File: config.mk
export PLATFORM = sky130hd
export DESIGN_NAME = spi_echo_ctrl
export DESIGN_NICKNAME = d
export VERILOG_FILES = /design/src/rtl/spi_echo_ctrl.sv
export SDC_FILE = /design/constraint.sdc
export NUM_CORES = 1
export LEC_CHECK = 0
export BUFFER_PORTS_ARGS = -buffer_cell sky130_fd_sc_hd__buf_4
export CELL_PAD_IN_SITES_DETAIL_PLACEMENT = 1
export CELL_PAD_IN_SITES_GLOBAL_PLACEMENT = 1
export CORE_UTILIZATION = 46
export DETAILED_ROUTE_END_ITERATION = 8
export GPL_TIMING_DRIVEN = 0
export PLACE_DENSITY_LB_ADDON = 0.1
export SLEW_MARGIN = 40
export SYNTH_ARGS = -nofsm -noshare
export SYNTH_HDL_FRONTEND = slang
export SYNTH_SLANG_ARGS = --single-unit
File: constraint.sdc
create_clock -name clk -period 2.1 [get_ports clk]
set_clock_uncertainty 0.1 [all_clocks]
set_input_delay 0.105 -clock clk [delete_from_list [all_inputs] [get_ports clk]]
set_output_delay 0.105 -clock clk [all_outputs]
set_load 0.05 [all_outputs]
File: src/rtl/spi_echo_ctrl.sv
// spi_echo_ctrl: SPI slave controller (mode CPOL=0, MOSI captured on sclk fall,
// MISO launched on sclk rise) fully clocked on the system clock.
// The first byte of each frame is a command: ECHO (0x01), WRITE (0x02), READ (0x03).
// Ports:
//   clk, rst_n              system clock, async active-low reset
//   spi_sclk/cs/mosi        raw SPI pins (asynchronous to clk)
//   spi_miso                slave-out data, MSB first
//   rx_data / rx_valid      last data byte and its one-cycle strobe
//   cmd / cmd_valid         last command byte and its one-cycle strobe
//   ctrl_reg / reg_wr       control register and its write strobe
//   err_count               saturating count of bad opcodes and aborted bytes
module spi_echo_ctrl #(
    parameter int unsigned      WIDTH     = 8,
    parameter logic [WIDTH-1:0] IDLE_RESP = WIDTH'(8'hA5),
    parameter logic [WIDTH-1:0] ERR_RESP  = WIDTH'(8'hFF)
) (
    input  logic             clk,
    input  logic             rst_n,
    input  logic             spi_sclk,
    input  logic             spi_cs,
    input  logic             spi_mosi,
    output logic             spi_miso,
    output logic [WIDTH-1:0] rx_data,
    output logic             rx_valid,
    output logic [WIDTH-1:0] cmd,
    output logic             cmd_valid,
    output logic [WIDTH-1:0] ctrl_reg,
    output logic             reg_wr,
    output logic [7:0]       err_count
);

    localparam int unsigned      CNT_W    = $clog2(WIDTH);
    localparam logic [CNT_W-1:0] LAST_BIT = CNT_W'(WIDTH - 1);
    localparam logic [WIDTH-1:0] OP_ECHO  = WIDTH'(1);
    localparam logic [WIDTH-1:0] OP_WR    = WIDTH'(2);
    localparam logic [WIDTH-1:0] OP_RD    = WIDTH'(3);
    localparam logic [7:0]       ERR_MAX  = 8'hFF;

    typedef enum logic [2:0] {
        S_IDLE,
        S_CMD,
        S_ECHO,
        S_WR,
        S_RD,
        S_DONE,
        S_IGNORE
    } state_t;

    // Pin synchronisers plus history stage for edge detection.
    logic       sclk_meta, sclk_s, sclk_prev;
    logic       cs_meta, cs_s, cs_prev;
    logic       mosi_meta, mosi_s;
    // Fills with ones after reset; edges are only trusted once every stage
    // holds a real pin sample, so reset values never look like an edge.
    logic [2:0] sync_vld;

    always_ff @(posedge clk or negedge rst_n) begin
        if (!rst_n) begin
            sclk_meta <= 1'b0;
            sclk_s    <= 1'b0;
            sclk_prev <= 1'b0;
            cs_meta   <= 1'b0;
            cs_s      <= 1'b0;
            cs_prev   <= 1'b0;
            mosi_meta <= 1'b0;
            mosi_s    <= 1'b0;
            sync_vld  <= 3'b000;
        end else begin
            sclk_meta <= spi_sclk;
            sclk_s    <= sclk_meta;
            sclk_prev <= sclk_s;
            cs_meta   <= spi_cs;
            cs_s      <= cs_meta;
            cs_prev   <= cs_s;
            mosi_meta <= spi_mosi;
            mosi_s    <= mosi_meta;
            sync_vld  <= {sync_vld[1:0], 1'b1};
        end
    end

    logic sclk_fall, sclk_rise, cs_fall, cs_rise, cs_on;

    assign sclk_fall = sync_vld[2] &  sclk_prev & ~sclk_s;
    assign sclk_rise = sync_vld[2] & ~sclk_prev &  sclk_s;
    assign cs_fall   = sync_vld[2] &  cs_prev   & ~cs_s;
    assign cs_rise   = sync_vld[2] & ~cs_prev   &  cs_s;
    assign cs_on     = ~cs_s;

    state_t             state_q, state_d;
    logic [CNT_W-1:0]   bit_cnt_q, bit_cnt_d;
    logic [WIDTH-1:0]   rx_shift_q, rx_shift_d;
    logic [WIDTH-1:0]   tx_shift_q, tx_shift_d;
    logic               miso_q, miso_d;
    logic               byte_done_q, byte_done_d;
    logic [WIDTH-1:0]   byte_q, byte_d;
    logic [WIDTH-1:0]   rx_data_q, rx_data_d;
    logic               rx_valid_q, rx_valid_d;
    logic [WIDTH-1:0]   cmd_q, cmd_d;
    logic               cmd_valid_q, cmd_valid_d;
    logic [WIDTH-1:0]   ctrl_q, ctrl_d;
    logic               reg_wr_q, reg_wr_d;
    logic [7:0]         err_q, err_d;
    logic               err_inc;
    logic               in_frame;
    logic [WIDTH-1:0]   rx_next;

    // State and datapath registers.
    always_ff @(posedge clk or negedge rst_n) begin
        if (!rst_n) begin
            state_q     <= S_IDLE;
            bit_cnt_q   <= '0;
            rx_shift_q  <= '0;
            tx_shift_q  <= '0;
            miso_q      <= 1'b0;
            byte_done_q <= 1'b0;
            byte_q      <= '0;
            rx_data_q   <= '0;
            rx_valid_q  <= 1'b0;
            cmd_q       <= '0;
            cmd_valid_q <= 1'b0;
            ctrl_q      <= '0;
            reg_wr_q    <= 1'b0;
            err_q       <= '0;
        end else begin
            state_q     <= state_d;
            bit_cnt_q   <= bit_cnt_d;
            rx_shift_q  <= rx_shift_d;
            tx_shift_q  <= tx_shift_d;
            miso_q      <= miso_d;
            byte_done_q <= byte_done_d;
            byte_q      <= byte_d;
            rx_data_q   <= rx_data_d;
            rx_valid_q  <= rx_valid_d;
            cmd_q       <= cmd_d;
            cmd_valid_q <= cmd_valid_d;
            ctrl_q      <= ctrl_d;
            reg_wr_q    <= reg_wr_d;
            err_q       <= err_d;
        end
    end

    // Next-state, shift paths and command sequencing.
    always_comb begin
        state_d     = state_q;
        bit_cnt_d   = bit_cnt_q;
        rx_shift_d  = rx_shift_q;
        tx_shift_d  = tx_shift_q;
        miso_d      = miso_q;
        byte_done_d = 1'b0;
        byte_d      = byte_q;
        rx_data_d   = rx_data_q;
        rx_valid_d  = 1'b0;
        cmd_d       = cmd_q;
        cmd_valid_d = 1'b0;
        ctrl_d      = ctrl_q;
        reg_wr_d    = 1'b0;
        err_d       = err_q;
        err_inc     = 1'b0;
        in_frame    = (state_q != S_IDLE) && cs_on;
        rx_next     = {rx_shift_q[WIDTH-2:0], mosi_s};

        // sclk edges coinciding with a cs deassert are dropped.
        if (in_frame && !cs_rise) begin
            if (sclk_fall) begin
                rx_shift_d = rx_next;
                if (bit_cnt_q == LAST_BIT) begin
                    bit_cnt_d   = '0;
                    byte_done_d = 1'b1;
                    byte_d      = rx_next;
                end else begin
                    bit_cnt_d = bit_cnt_q + CNT_W'(1);
                end
            end
            if (sclk_rise) begin
                miso_d     = tx_shift_q[WIDTH-1];
                tx_shift_d = {tx_shift_q[WIDTH-2:0], 1'b0};
            end
        end

        // Completed byte: act on it and load the response for the next byte.
        if (byte_done_q) begin
            case (state_q)
                S_CMD: begin
                    cmd_d       = byte_q;
                    cmd_valid_d = 1'b1;
                    case (byte_q)
                        OP_ECHO: begin state_d = S_ECHO; tx_shift_d = OP_ECHO; end
                        OP_WR:   begin state_d = S_WR;   tx_shift_d = OP_WR;   end
                        OP_RD:   begin state_d = S_RD;   tx_shift_d = ctrl_q;  end
                        default: begin
                            state_d    = S_IGNORE;
                            tx_shift_d = ERR_RESP;
                            err_inc    = 1'b1;
                        end
                    endcase
                end
                S_ECHO: begin
                    rx_data_d  = byte_q;
                    rx_valid_d = 1'b1;
                    tx_shift_d = byte_q;
                end
                S_WR: begin
                    ctrl_d     = byte_q;
                    reg_wr_d   = 1'b1;
                    rx_data_d  = byte_q;
                    rx_valid_d = 1'b1;
                    tx_shift_d = byte_q;
                    state_d    = S_DONE;
                end
                S_RD: begin
                    rx_data_d  = byte_q;
                    rx_valid_d = 1'b1;
                    tx_shift_d = '0;
                    state_d    = S_DONE;
                end
                S_DONE:   tx_shift_d = '0;
                S_IGNORE: tx_shift_d = ERR_RESP;
                default:  ;
            endcase
        end

        // Frame start.
        if (state_q == S_IDLE && cs_fall) begin
            state_d    = S_CMD;
            tx_shift_d = IDLE_RESP;
            bit_cnt_d  = '0;
            rx_shift_d = '0;
        end

        // Frame end overrides everything above; a partial byte counts as an error.
        if (cs_rise) begin
            state_d    = S_IDLE;
            bit_cnt_d  = '0;
            rx_shift_d = '0;
            tx_shift_d = '0;
            miso_d     = 1'b0;
            if (bit_cnt_q != '0) begin
                err_inc = 1'b1;
            end
        end

        // A single increment per cycle even if two error sources coincide.
        if (err_inc && err_q != ERR_MAX) begin
            err_d = err_q + 8'd1;
        end
    end

    assign spi_miso  = miso_q;
    assign rx_data   = rx_data_q;
    assign rx_valid  = rx_valid_q;
    assign cmd       = cmd_q;
    assign cmd_valid = cmd_valid_q;
    assign ctrl_reg  = ctrl_q;
    assign reg_wr    = reg_wr_q;
    assign err_count = err_q;

endmodule

==> qor.txt, run 1 <==
=================================================================================
Result of the run                                                    finished clean
Clock tree from TritonCTS                                                     yes
Synth top area cells                                                 sky130_fd_sc_hd__dfrtp_1, sky130_fd_sc_hd__mux2_1, sky130_fd_sc_hd__nand2_1, sky130_fd_sc_hd__mux2i_1, sky130_fd_sc_hd__mux2_2
Final ANT Viol Nets                                                             0
Library cell occupying the most area in the post-synthesis netlist   sky130_fd_sc_hd__dfrtp_1
Data required time at the worst endpoint                                  2230 ps
# rows                                                                         30
First-pass GRT wire length                                               12900 um
Post-synth net total                                                          305
Hold Fails Final Rpt                                                            0
Max IR drop VDD                                                          0.477 mV
Hold Slack                                                                 247 ps
Slew of the pin with the lowest slew margin                                700 ps
Cell breakdown of the critical path                                  buf_2 > or3_4 > and4b_1 > buf_2 > nand2_4 > mux2_1
Fill cell count                                                               748
#FFs+latches synth                                                             77
Critical Path Max Stage Delay                                              440 ps
Buffer depth of the longest clock path                                          2
Via count of the first global-routing pass                                   2581
Area of the core region                                              0.00698 mm^2
Wirelength, routed                                                        8050 um
Layout overhead on the synthesized area                                     20.8%
Fraction of power spent switching nets                                      26.3%
Starting DRT DRC Count                                                        116
Net switching component of the power                                     0.807 mW
Total Die Area                                                       0.00775 mm^2
Max Freq                                                                  492 MHz
Clk_lat worst skew                                                         360 ps
Count of flip-flops with a built-in enable after synthesis                      0
Vias/cell                                                                    5.54
HPWL Detailed                                                             5360 um
Yosys top cell area share                                                   56.6%
Root Buffer                                                          sky130_fd_sc_hd__clkbuf_8
Static leakage                                                            2.08 nW
Y dimension of the die                                                    88.0 um
Count of synthesis-stage warnings from yosys                                    0
Total standard cell area after synthesis                             0.00340 mm^2
Netlist cell types                                                             54
Endpoint type of the worst setup path                                   flip-flop
Proportion of layout cells with a drive suffix above 1                      23.5%
Fraction of registers with async set/reset                                   100%
Total number of nets in the final design                                      362
Worst setup SP type                                                     flip-flop
Number of slew-limit violations in the final report                             0
Maximum fanout encountered on the critical timing path                          9
Number of antenna violations at the first check in global routing               0
Data arrival at the endpoint of the critical path                         2160 ps
Clock share of power                                                        38.2%
Number of H-tree levels                                                         3
Top cells by instance count after synthesis                          sky130_fd_sc_hd__dfrtp_1, sky130_fd_sc_hd__nand2_1, sky130_fd_sc_hd__mux2_1, sky130_fd_sc_hd__a211oi_1, sky130_fd_sc_hd__o21ai_0
Clock slew at reported path FFs                                             90 ps
Power density of the placed cells                                     746 mW/mm^2
Count of unresolved DRC violations after routing                                0
Overall track demand over capacity in global routing                        22.8%
CP max stage cell                                                    sky130_fd_sc_hd__or3_4
Inserted Diodes                                                                 0
CTS Buf Count                                                                   9
Internal Pwr Total                                                        2.26 mW
Die Span X                                                                88.0 um
Final weighted congestion in routability-driven placement                   0.781
First drt pass iteration count                                                  4
Start-to-end type of the worst setup path                            flip-flop to flip-flop
Library cell appearing most often on the critical path               sky130_fd_sc_hd__buf_2
Prevailing post-synth register cell                                  sky130_fd_sc_hd__dfrtp_1
Detail-routed net length per standard cell                                17.7 um
Relative contribution of combinational cells to total power                 10.1%
Count of input and output buffers                                              40
Overflow left after global routing                                              0
Sequential Power Share                                                      51.6%
Cell count after synthesis                                                    296
Top Ports                                                                      41
Overall via count from detail_route                                          2513
Share of the yosys chip area belonging to registers                         56.6%
Unrepaired setup endpoints after global routing                              true
Total negative setup slack                                                   0 ps
Most used standard cell by instance count after synthesis            sky130_fd_sc_hd__dfrtp_1
Final clock period utilization by the worst path                            96.7%
Largest net degree at the start of global routing                              78
Worst relative slew slack                                                   53.3%
Final setup violation count                                                     0
Synthesized area per cell                                               11.5 um^2
Starting density of the core                                                48.7%
Clock Sinks                                                                    77
Number of max-capacitance violations reported                                   0
Period minus WS final                                                     2030 ps
Worst min-delay path category                                        input pin to asynchronous set/reset pin
=================================================================================
## path summary, 6_finish.rpt
| check | startpoint | to | slack [ps] | cells past startpoint |
|---|---|---|---|---|
| setup reg to reg | state_q[2]$_DFFE_PN0P_ | byte_q[6]$_DFFE_PN0P_ | 70 | 6 |
| max in group asynchronous | rst_n | mosi_meta$_DFF_PN0_ | 1170 | 2 |
| hold reg to reg | sync_vld[1]$_DFF_PN0_ | sync_vld[2]$_DFF_PN0_ | 250 | 0 |
| min in group clk | sync_vld[1]$_DFF_PN0_ | sync_vld[2]$_DFF_PN0_ | 250 | 0 |
| hold / removal | rst_n | tx_shift_q[0]$_DFF_PN0_ | 250 | 2 |
| setup / recovery | state_q[2]$_DFFE_PN0P_ | byte_q[6]$_DFFE_PN0P_ | 70 | 6 |
## layout by cell type, fill, tap and decap left out, types with 5 or more instances in the layout
| master | Yosys | layout |
|---|---|---|
| sky130_fd_sc_hd__a211oi_1 | 10 | 10 |
| sky130_fd_sc_hd__a311oi_1 | 6 | 6 |
| sky130_fd_sc_hd__buf_4 | 2 | 43 |
| sky130_fd_sc_hd__clkbuf_1 | 6 | 6 |
| sky130_fd_sc_hd__clkbuf_8 | 0 | 11 |
| sky130_fd_sc_hd__dfrtp_1 | 77 | 77 |
| sky130_fd_sc_hd__inv_1 | 6 | 6 |
| sky130_fd_sc_hd__mux2_1 | 19 | 19 |
| sky130_fd_sc_hd__mux2_2 | 8 | 8 |
| sky130_fd_sc_hd__mux2i_1 | 9 | 9 |
| sky130_fd_sc_hd__nand2_1 | 50 | 49 |
| sky130_fd_sc_hd__nand3_1 | 7 | 7 |
| sky130_fd_sc_hd__nor2_1 | 5 | 5 |
| sky130_fd_sc_hd__nor3b_1 | 8 | 8 |
| sky130_fd_sc_hd__o21ai_0 | 10 | 10 |
| sky130_fd_sc_hd__o21ai_1 | 7 | 7 |
## cells by family after synthesis
logic type | synth area share (%)
other | 0.110
AOI/OAI and AO/OA | 10.7
buffers and inverters | 2.79
muxes | 11.6
xor gates and xnor gates | 1.03
adders and majority gates | 1.47
and+or+nand+nor | 15.7
DFF | 56.6
## area by class of cell
class | count | area, um^2 | share of cell area [%]
buffer | 14 | 65.1 | 1.58
multi-input combinational | 197 | 1400 | 34.1
clock inverter | 5 | 56.3 | 1.37
inverter | 8 | 30.0 | 0.730
timing repair buffer | 46 | 359 | 8.73
clock buffer | 11 | 151 | 3.68
sequential | 77 | 1930 | 46.9
tap | 96 | 120 | 2.92
## repair_timing
action | in CTS | in global routing
gates resized for setup | 1 | 4
hold endpoints to repair | 80 | 0
hold buffers | 4 | 0
pin swaps | 0 | 2
buffers inserted | 0 | 2
setup endpoints to repair | 9 | 17
## stage by stage
| stage | cells | utilization (%) | setup WS (ps) | total power, mW | area [um^2] |
|---|---|---|---|---|---|
| 2_1_floorplan | 296 | - | 248 | 1.79 | 3400 |
| 3_3_place_gp | 432 | 54.8 | 44.7 | 1.89 | 3820 |
| 3_5_place_dp | 432 | 54.8 | -14.8 | 1.91 | 3830 |
| 4_1_cts | 452 | 58.4 | 45.9 | 3.10 | 4080 |
| 5_1_grt | 454 | 58.9 | -14.5 | 3.19 | 4110 |
| 6_report | 454 | 58.9 | 69.0 | 3.07 | 4110 |
## routing by layer
metal	up-vias	track usage [%]	routed length, um
met5	-	0	0
met1	1287	29.9	3650
met3	12	4.52	245
met2	48	37.0	4000
li1	1166	-	-
met4	0	9.68	148
## worst max-delay path: cells and delay by family, from the launching register on
family / cells / cell delay [ps]
buf+inv: 2 / 320
flops: 1 / 370
mux: 1 / 340
simple gates: 3 / 770
## power by group through the flow
stage               clock [mW]  sequential (mW)  combinational (mW)
floorplan                    0             1.66               0.130
global placement             0             1.61               0.287
detailed placement           0             1.61               0.299
CTS                       1.21             1.58               0.309
global route              1.26             1.59               0.341
finish                    1.17             1.58               0.312
Note: power is estimated with default switching activity, not from simulation.
==> inputs of run 2 (changes only) <==
Settings changed: CORE_UTILIZATION 46 to 49.
Clock period 2.1 ns to 2.6 ns, I/O delays scaled along.
==> run 2 against run 1 <==
Compared with the run above: sequential power decreased by 19%; fmax decreased by 5.5%; critical path type unchanged; utilization increased by 1.2 points; largest cell class unchanged; global-route usage increased by 1.3 points; combinational power decreased by 21%; clock power decreased by 16%; clock-buffer cell count unchanged; register-to-register slack improved by 380 ps; routed wire length decreased by 0.31%; setup slack improved by 380 ps; final cell count decreased by 4.2%; non-clock buffer count decreased by 2.
==> qor.txt, run 2 (same netlist as run 1, synthesis figures left out) <==
=====================================================================================
Result of the run                                                        finished clean
Die Span X                                                                    85.3 um
Starting DRT DRC Count                                                            113
Start-to-end type of the worst setup path                                flip-flop to flip-flop
Final ANT Viol Nets                                                                 0
Static leakage                                                                2.07 nW
Hold Fails Final Rpt                                                                0
Hold Slack                                                                     251 ps
Clock share of power                                                            39.1%
Number of H-tree levels                                                             3
Number of max-capacitance violations reported                                       0
Starting density of the core                                                    50.4%
Root Buffer                                                              sky130_fd_sc_hd__clkbuf_8
Period minus WS final                                                         2150 ps
Number of slew-limit violations in the final report                                 0
Count of unresolved DRC violations after routing                                    0
Data arrival at the endpoint of the critical path                             2270 ps
Y dimension of the die                                                        85.3 um
Fin cells                                                                         435
Buffer depth of the longest clock path                                              2
Overflow left after global routing                                                  0
Sequential Power Share                                                          51.1%
HPWL Detailed                                                                 5310 um
Total number of nets in the final design                                          360
Post-cts hold buffer count                                                          4
Final weighted congestion in routability-driven placement                       0.827
Total Die Area                                                           0.00728 mm^2
Clock Sinks                                                                        77
Clock tree from TritonCTS                                                         yes
Vias/cell                                                                        5.79
Net switching component of the power                                         0.619 mW
Fill cell count                                                                   715
Detail-routed net length per standard cell                                    18.4 um
Commonest cells after routing, fill and taps aside                       sky130_fd_sc_hd__dfrtp_1, sky130_fd_sc_hd__nand2_1, sky130_fd_sc_hd__buf_4
Worst setup SP type                                                         flip-flop
Max Freq                                                                      465 MHz
Worst relative slew slack                                                       53.4%
Final setup violation count                                                         0
Post CTS Setup Buffer Count                                                         0
Final std cell area, no fill                                             0.00406 mm^2
Max IR drop VDD                                                              0.317 mV
Largest net degree at the start of global routing                                  78
CP max stage cell                                                        sky130_fd_sc_hd__or3_4
Final clock period utilization by the worst path                                82.7%
Data required time at the worst endpoint                                      2720 ps
Via count of the first global-routing pass                                       2564
Endpoint type of the worst setup path                                       flip-flop
Clk_lat worst skew                                                             340 ps
Slew of the pin with the lowest slew margin                                    698 ps
Fraction of power spent switching nets                                          24.7%
Overall via count from detail_route                                              2520
Most frequent standard cell in the layout excluding fill and tap cells   sky130_fd_sc_hd__dfrtp_1
CTS Buf Count                                                                       9
First drt pass iteration count                                                      4
Critical Path Max Stage Delay                                                  440 ps
Proportion of layout cells with a drive suffix above 1                          21.7%
Power density of the placed cells                                         617 mW/mm^2
Placed instance area                                                     0.00381 mm^2
Area of the core region                                                  0.00676 mm^2
Number of antenna violations at the first check in global routing                   0
Worst min-delay path category                                            flip-flop to flip-flop
Post_cts resized                                                                    0
Overall track demand over capacity in global routing                            24.0%
Total negative setup slack                                                       0 ps
Clock slew at reported path FFs                                                 70 ps
# rows                                                                             30
Inserted Diodes                                                                     0
Internal Pwr Total                                                            1.89 mW
Relative contribution of combinational cells to total power                      9.9%
Top Ports                                                                          41
Unrepaired setup endpoints after global routing                                 false
Count of input and output buffers                                                  40
Cell breakdown of the critical path                                      buf_2 > or3_4 > nand4bb_1 > nand2_1 > buf_4 > o21ai_1
First-pass GRT wire length                                                   13200 um
Placed cells                                                                      416
Maximum fanout encountered on the critical timing path                             10
Overall power                                                                 2.51 mW
Wirelength, routed                                                            8020 um
Layout overhead on the synthesized area                                         19.3%
=====================================================================================
[run 2: changes by cell type in the layout (fill, tap and decap cells not counted), sizes merged]
cell,before,now
buf,50,48
bufinv,1,2
clkinv,2,1
inv,9,8
[run 2: worst max-delay path, delay by kind of cell, from the launching register on]
kind	cells	cell delay [ps]
AO/OA/AOI/OAI	1	100
buffers and inverters	2	450
flip-flops	1	360
AND/OR/NAND/NOR	3	1040
[run 2: path summary, 6_finish.rpt]
check | from | endpoint | cells past startpoint | slack, ps
worst max-delay path | state_q[2]$_DFFE_PN0P_ | rx_shift_q[3]$_DFFE_PN0P_ | 6 | 450
worst min-delay path | mosi_meta$_DFF_PN0_ | mosi_s$_DFF_PN0_ | 0 | 250
worst max register to register | state_q[2]$_DFFE_PN0P_ | rx_shift_q[3]$_DFFE_PN0P_ | 6 | 450
worst min register to register | mosi_meta$_DFF_PN0_ | mosi_s$_DFF_PN0_ | 0 | 250
max in group asynchronous | rst_n | sync_vld[1]$_DFF_PN0_ | 2 | 1630
min in group asynchronous | rst_n | tx_shift_q[3]$_DFF_PN0_ | 2 | 270
[run 2: stage by stage]
stage	worst slack (ps)	utilization, %
CTS	473	60.1
finish	450	60.1
global placement	539	56.3
floorplan	748	-
detailed placement	497	56.4
global route	338	60.1
[run 2: final cells by class]
class | instances | area, um^2 | share of cell area [%]
timing repair buffer | 44 | 344 | 8.47
clock inverter | 4 | 72.6 | 1.79
tap | 80 | 100 | 2.46
buffer | 14 | 65.1 | 1.60
clock buffer | 11 | 141 | 3.48
multi-input combinational | 197 | 1380 | 34.0
inverter | 8 | 30.0 | 0.739
sequential | 77 | 1930 | 47.4
[run 2: power groups by stage]
stage,Clock [mW],Sequential (mW),Combinational [mW]
2_1_floorplan,0,1.34,0.105
3_3_place_gp,0,1.30,0.231
3_5_place_dp,0,1.30,0.241
4_1_cts,0.997,1.28,0.248
5_1_grt,1.05,1.28,0.269
6_report,0.979,1.28,0.247
[run 2: metal layers]
metal	vias to the layer above	share of wire [%]	global-route usage (%)	routed length (um)
li1	1161	-	-	-
met1	1290	45	31.3	3620
met2	52	50	39.9	4010
met3	17	2.9	4.18	231
met4	0	2.0	10.2	164
met5	-	0	0	0
==> inputs of run 3 (changes only) <==
Settings changed: CORE_UTILIZATION 49 to 41.
Clock period 2.6 ns to 1.85 ns, I/O delays scaled along.
==> run 3 against run 2 <==
Compared with the run above: die area grew 19%; the run now ends with setup timing left; utilization shrank 1.9 points; largest cell class unchanged; register-to-register slack lost 520 ps; combinational power grew 71%; highest routed layer unchanged.
==> qor.txt, run 3 (same netlist as run 1, synthesis figures left out) <==
=====================================================================================
Result of the run                                                        finished with violations
Violated checks                                                          setup timing
Data arrival at the endpoint of the critical path                             2080 ps
Slew of the pin with the lowest slew margin                                    730 ps
Hold Slack                                                                     202 ps
Area used by multi-input combinational logic                             0.00161 mm^2
Data required time at the worst endpoint                                      2010 ps
Clock tree from TritonCTS                                                         yes
Overall track demand over capacity in global routing                            23.1%
Worst min-delay path category                                            input pin to asynchronous set/reset pin
Via count of the first global-routing pass                                       2770
Clk_lat worst skew                                                             360 ps
Fin cells                                                                         480
Top Ports                                                                          41
Total number of nets in the final design                                          382
Final clock period utilization by the worst path                                 104%
Area of the core region                                                  0.00789 mm^2
Most frequent standard cell in the layout excluding fill and tap cells   sky130_fd_sc_hd__dfrtp_1
Final core utilization                                                          58.2%
Number of max-capacitance violations reported                                       0
CTS Buf Count                                                                       9
First drt pass iteration count                                                      4
Footprint of the flip-flops and latches                                  0.00194 mm^2
CP max stage cell                                                        sky130_fd_sc_hd__or4b_4
Root Buffer                                                              sky130_fd_sc_hd__clkbuf_8
Count of input and output buffers                                                  40
First-pass GRT wire length                                                   14800 um
Family of cells with the greatest summed delay on the critical path      simple AND/OR/NAND/NOR gates
Overall via count from detail_route                                              2596
Critical Path Max Stage Delay                                                  530 ps
Detail-routed net length per standard cell                                    19.4 um
HPWL Detailed                                                                 5610 um
Worst setup SP type                                                         flip-flop
Crit path buffers/inverters                                                         0
Number of antenna violations at the first check in global routing                   0
Starting density of the core                                                    43.1%
Inserted Diodes                                                                     0
Wirelength, routed                                                            9320 um
Cell breakdown of the critical path                                      nor4_4 > nand2_2 > or4b_4 > a31oi_1
Final ANT Viol Nets                                                                 0
Number of slew-limit violations in the final report                                 0
Final setup violation count                                                        14
# rows                                                                             32
Hold Fails Final Rpt                                                                0
Worst Setup Slack, final                                                     -68.5 ps
Fill cell count                                                                   814
Placed cells                                                                      438
Total Die Area                                                           0.00867 mm^2
Layout overhead on the synthesized area                                         34.9%
Buffer depth of the longest clock path                                              2
Max IR drop VDD                                                              0.396 mV
Power density of the placed cells                                         860 mW/mm^2
Period minus WS final                                                         1920 ps
Clock Sinks                                                                        77
Reg-to-reg setup timing slack                                                  -70 ps
Unrepaired setup endpoints after global routing                                  true
Total negative setup slack                                                    -308 ps
Largest net degree at the start of global routing                                  78
Worst relative slew slack                                                       51.4%
Final weighted congestion in routability-driven placement                       0.806
Count of unresolved DRC violations after routing                                    0
Start-to-end type of the worst setup path                                flip-flop to flip-flop
Vias/cell                                                                        5.41
Y dimension of the die                                                        93.1 um
Number of H-tree levels                                                             3
Endpoint type of the worst setup path                                       flip-flop
Worst reg2reg startpoint                                                 byte_q[6]$_DFFE_PN0P_
Maximum fanout encountered on the critical timing path                              4
Overall power                                                                 3.95 mW
Worst reg2reg path endpoint                                              state_q[0]$_DFFE_PN0P_
Proportion of layout cells with a drive suffix above 1                          39.7%
Depth of the most critical reg-to-reg path                                          4
Starting DRT DRC Count                                                             91
Clock slew at reported path FFs                                                 90 ps
Max Freq                                                                      521 MHz
Overflow left after global routing                                                  0
Static leakage                                                                2.26 nW
Die Span X                                                                    93.1 um
Commonest cells after routing, fill and taps aside                       sky130_fd_sc_hd__dfrtp_1, sky130_fd_sc_hd__buf_4, sky130_fd_sc_hd__nand2_1
=====================================================================================
[run 3: changes by cell type in the layout (fill, tap and decap cells not counted), moves of 4 or more]
cell,delta
sky130_fd_sc_hd__a211oi_2,+7
sky130_fd_sc_hd__a311oi_2,+4
sky130_fd_sc_hd__a211oi_1,-7
sky130_fd_sc_hd__buf_4,+19
sky130_fd_sc_hd__a311oi_1,-4
sky130_fd_sc_hd__buf_6,+5
sky130_fd_sc_hd__dfrtp_1,-7
sky130_fd_sc_hd__mux2_4,+9
sky130_fd_sc_hd__mux2_1,-9
sky130_fd_sc_hd__dfrtp_2,+7
sky130_fd_sc_hd__clkbuf_1,-4
[run 3: how the worst max path moves through the flow]
stage	start	endpoint	slack, ps	depth (start not counted)
6_report	byte_q[6]$_DFFE_PN0P_	state_q[0]$_DFFE_PN0P_	-70	4
5_1_grt	byte_q[6]$_DFFE_PN0P_	state_q[0]$_DFFE_PN0P_	-110	4
4_1_cts	state_q[2]$_DFFE_PN0P_	byte_q[7]$_DFFE_PN0P_	-0.9	5
3_5_place_dp	state_q[2]$_DFFE_PN0P_	rx_shift_q[4]$_DFFE_PN0P_	-290	6
3_3_place_gp	state_q[2]$_DFFE_PN0P_	rx_shift_q[5]$_DFFE_PN0P_	-260	6
2_1_floorplan	state_q[2]$_DFFE_PN0P_	byte_q[0]$_DFFE_PN0P_	7	6
[run 3: layout make-up]
| cell class | count | area share [%] |
|---|---|---|
| timing repair buffer | 68 | 11.9 |
| multi-input combinational | 197 | 35.1 |
| sequential | 77 | 42.2 |
| buffer | 12 | 1.53 |
| inverter | 8 | 0.654 |
| tap | 102 | 2.78 |
| clock buffer | 9 | 2.70 |
| clock inverter | 7 | 3.19 |
[run 3: timing repair]
action / CTS / global route
pin swaps: 3 / 10
gates resized for setup: 34 / 31
cloned: 0 / 1
endpoints found under the setup margin: 33 / 22
hold endpoints to repair: 80 / 0
hold buffers: 4 / 0
setup buffers: 16 / 7
[run 3: worst reg2reg max path, stage by stage (launching register included)]
cell,delay [ps]
sky130_fd_sc_hd__dfrtp_2,440
sky130_fd_sc_hd__nor4_4,420
sky130_fd_sc_hd__nand2_2,120
sky130_fd_sc_hd__or4b_4,530
sky130_fd_sc_hd__a31oi_1,210
[run 3: report_power, final]
part | internal (mW) | switching, mW
Clock | 1.04 | 0.678
Combinational | 0.165 | 0.258
Sequential | 1.75 | 0.0574
Total | 2.96 | 0.993
[run 3: per-stage QoR]
| step | cell area, um^2 | worst slack (ps) |
|---|---|---|
| final | 4590 | -68.5 |
| after global routing | 4590 | -115 |
| after CTS | 4400 | -0.928 |
| after detailed placement | 3840 | -287 |
| after global placement | 3830 | -256 |
| after floorplan | 3400 | 6.99 |
[run 3: layer usage]
| layer | GRT usage (%) | part of all wire [%] |
|---|---|---|
| met1 | 29.7 | 43 |
| met2 | 39.2 | 52 |
| met3 | 4.15 | 2.4 |
| met4 | 7.82 | 1.9 |
| met5 | 0 | 0 |
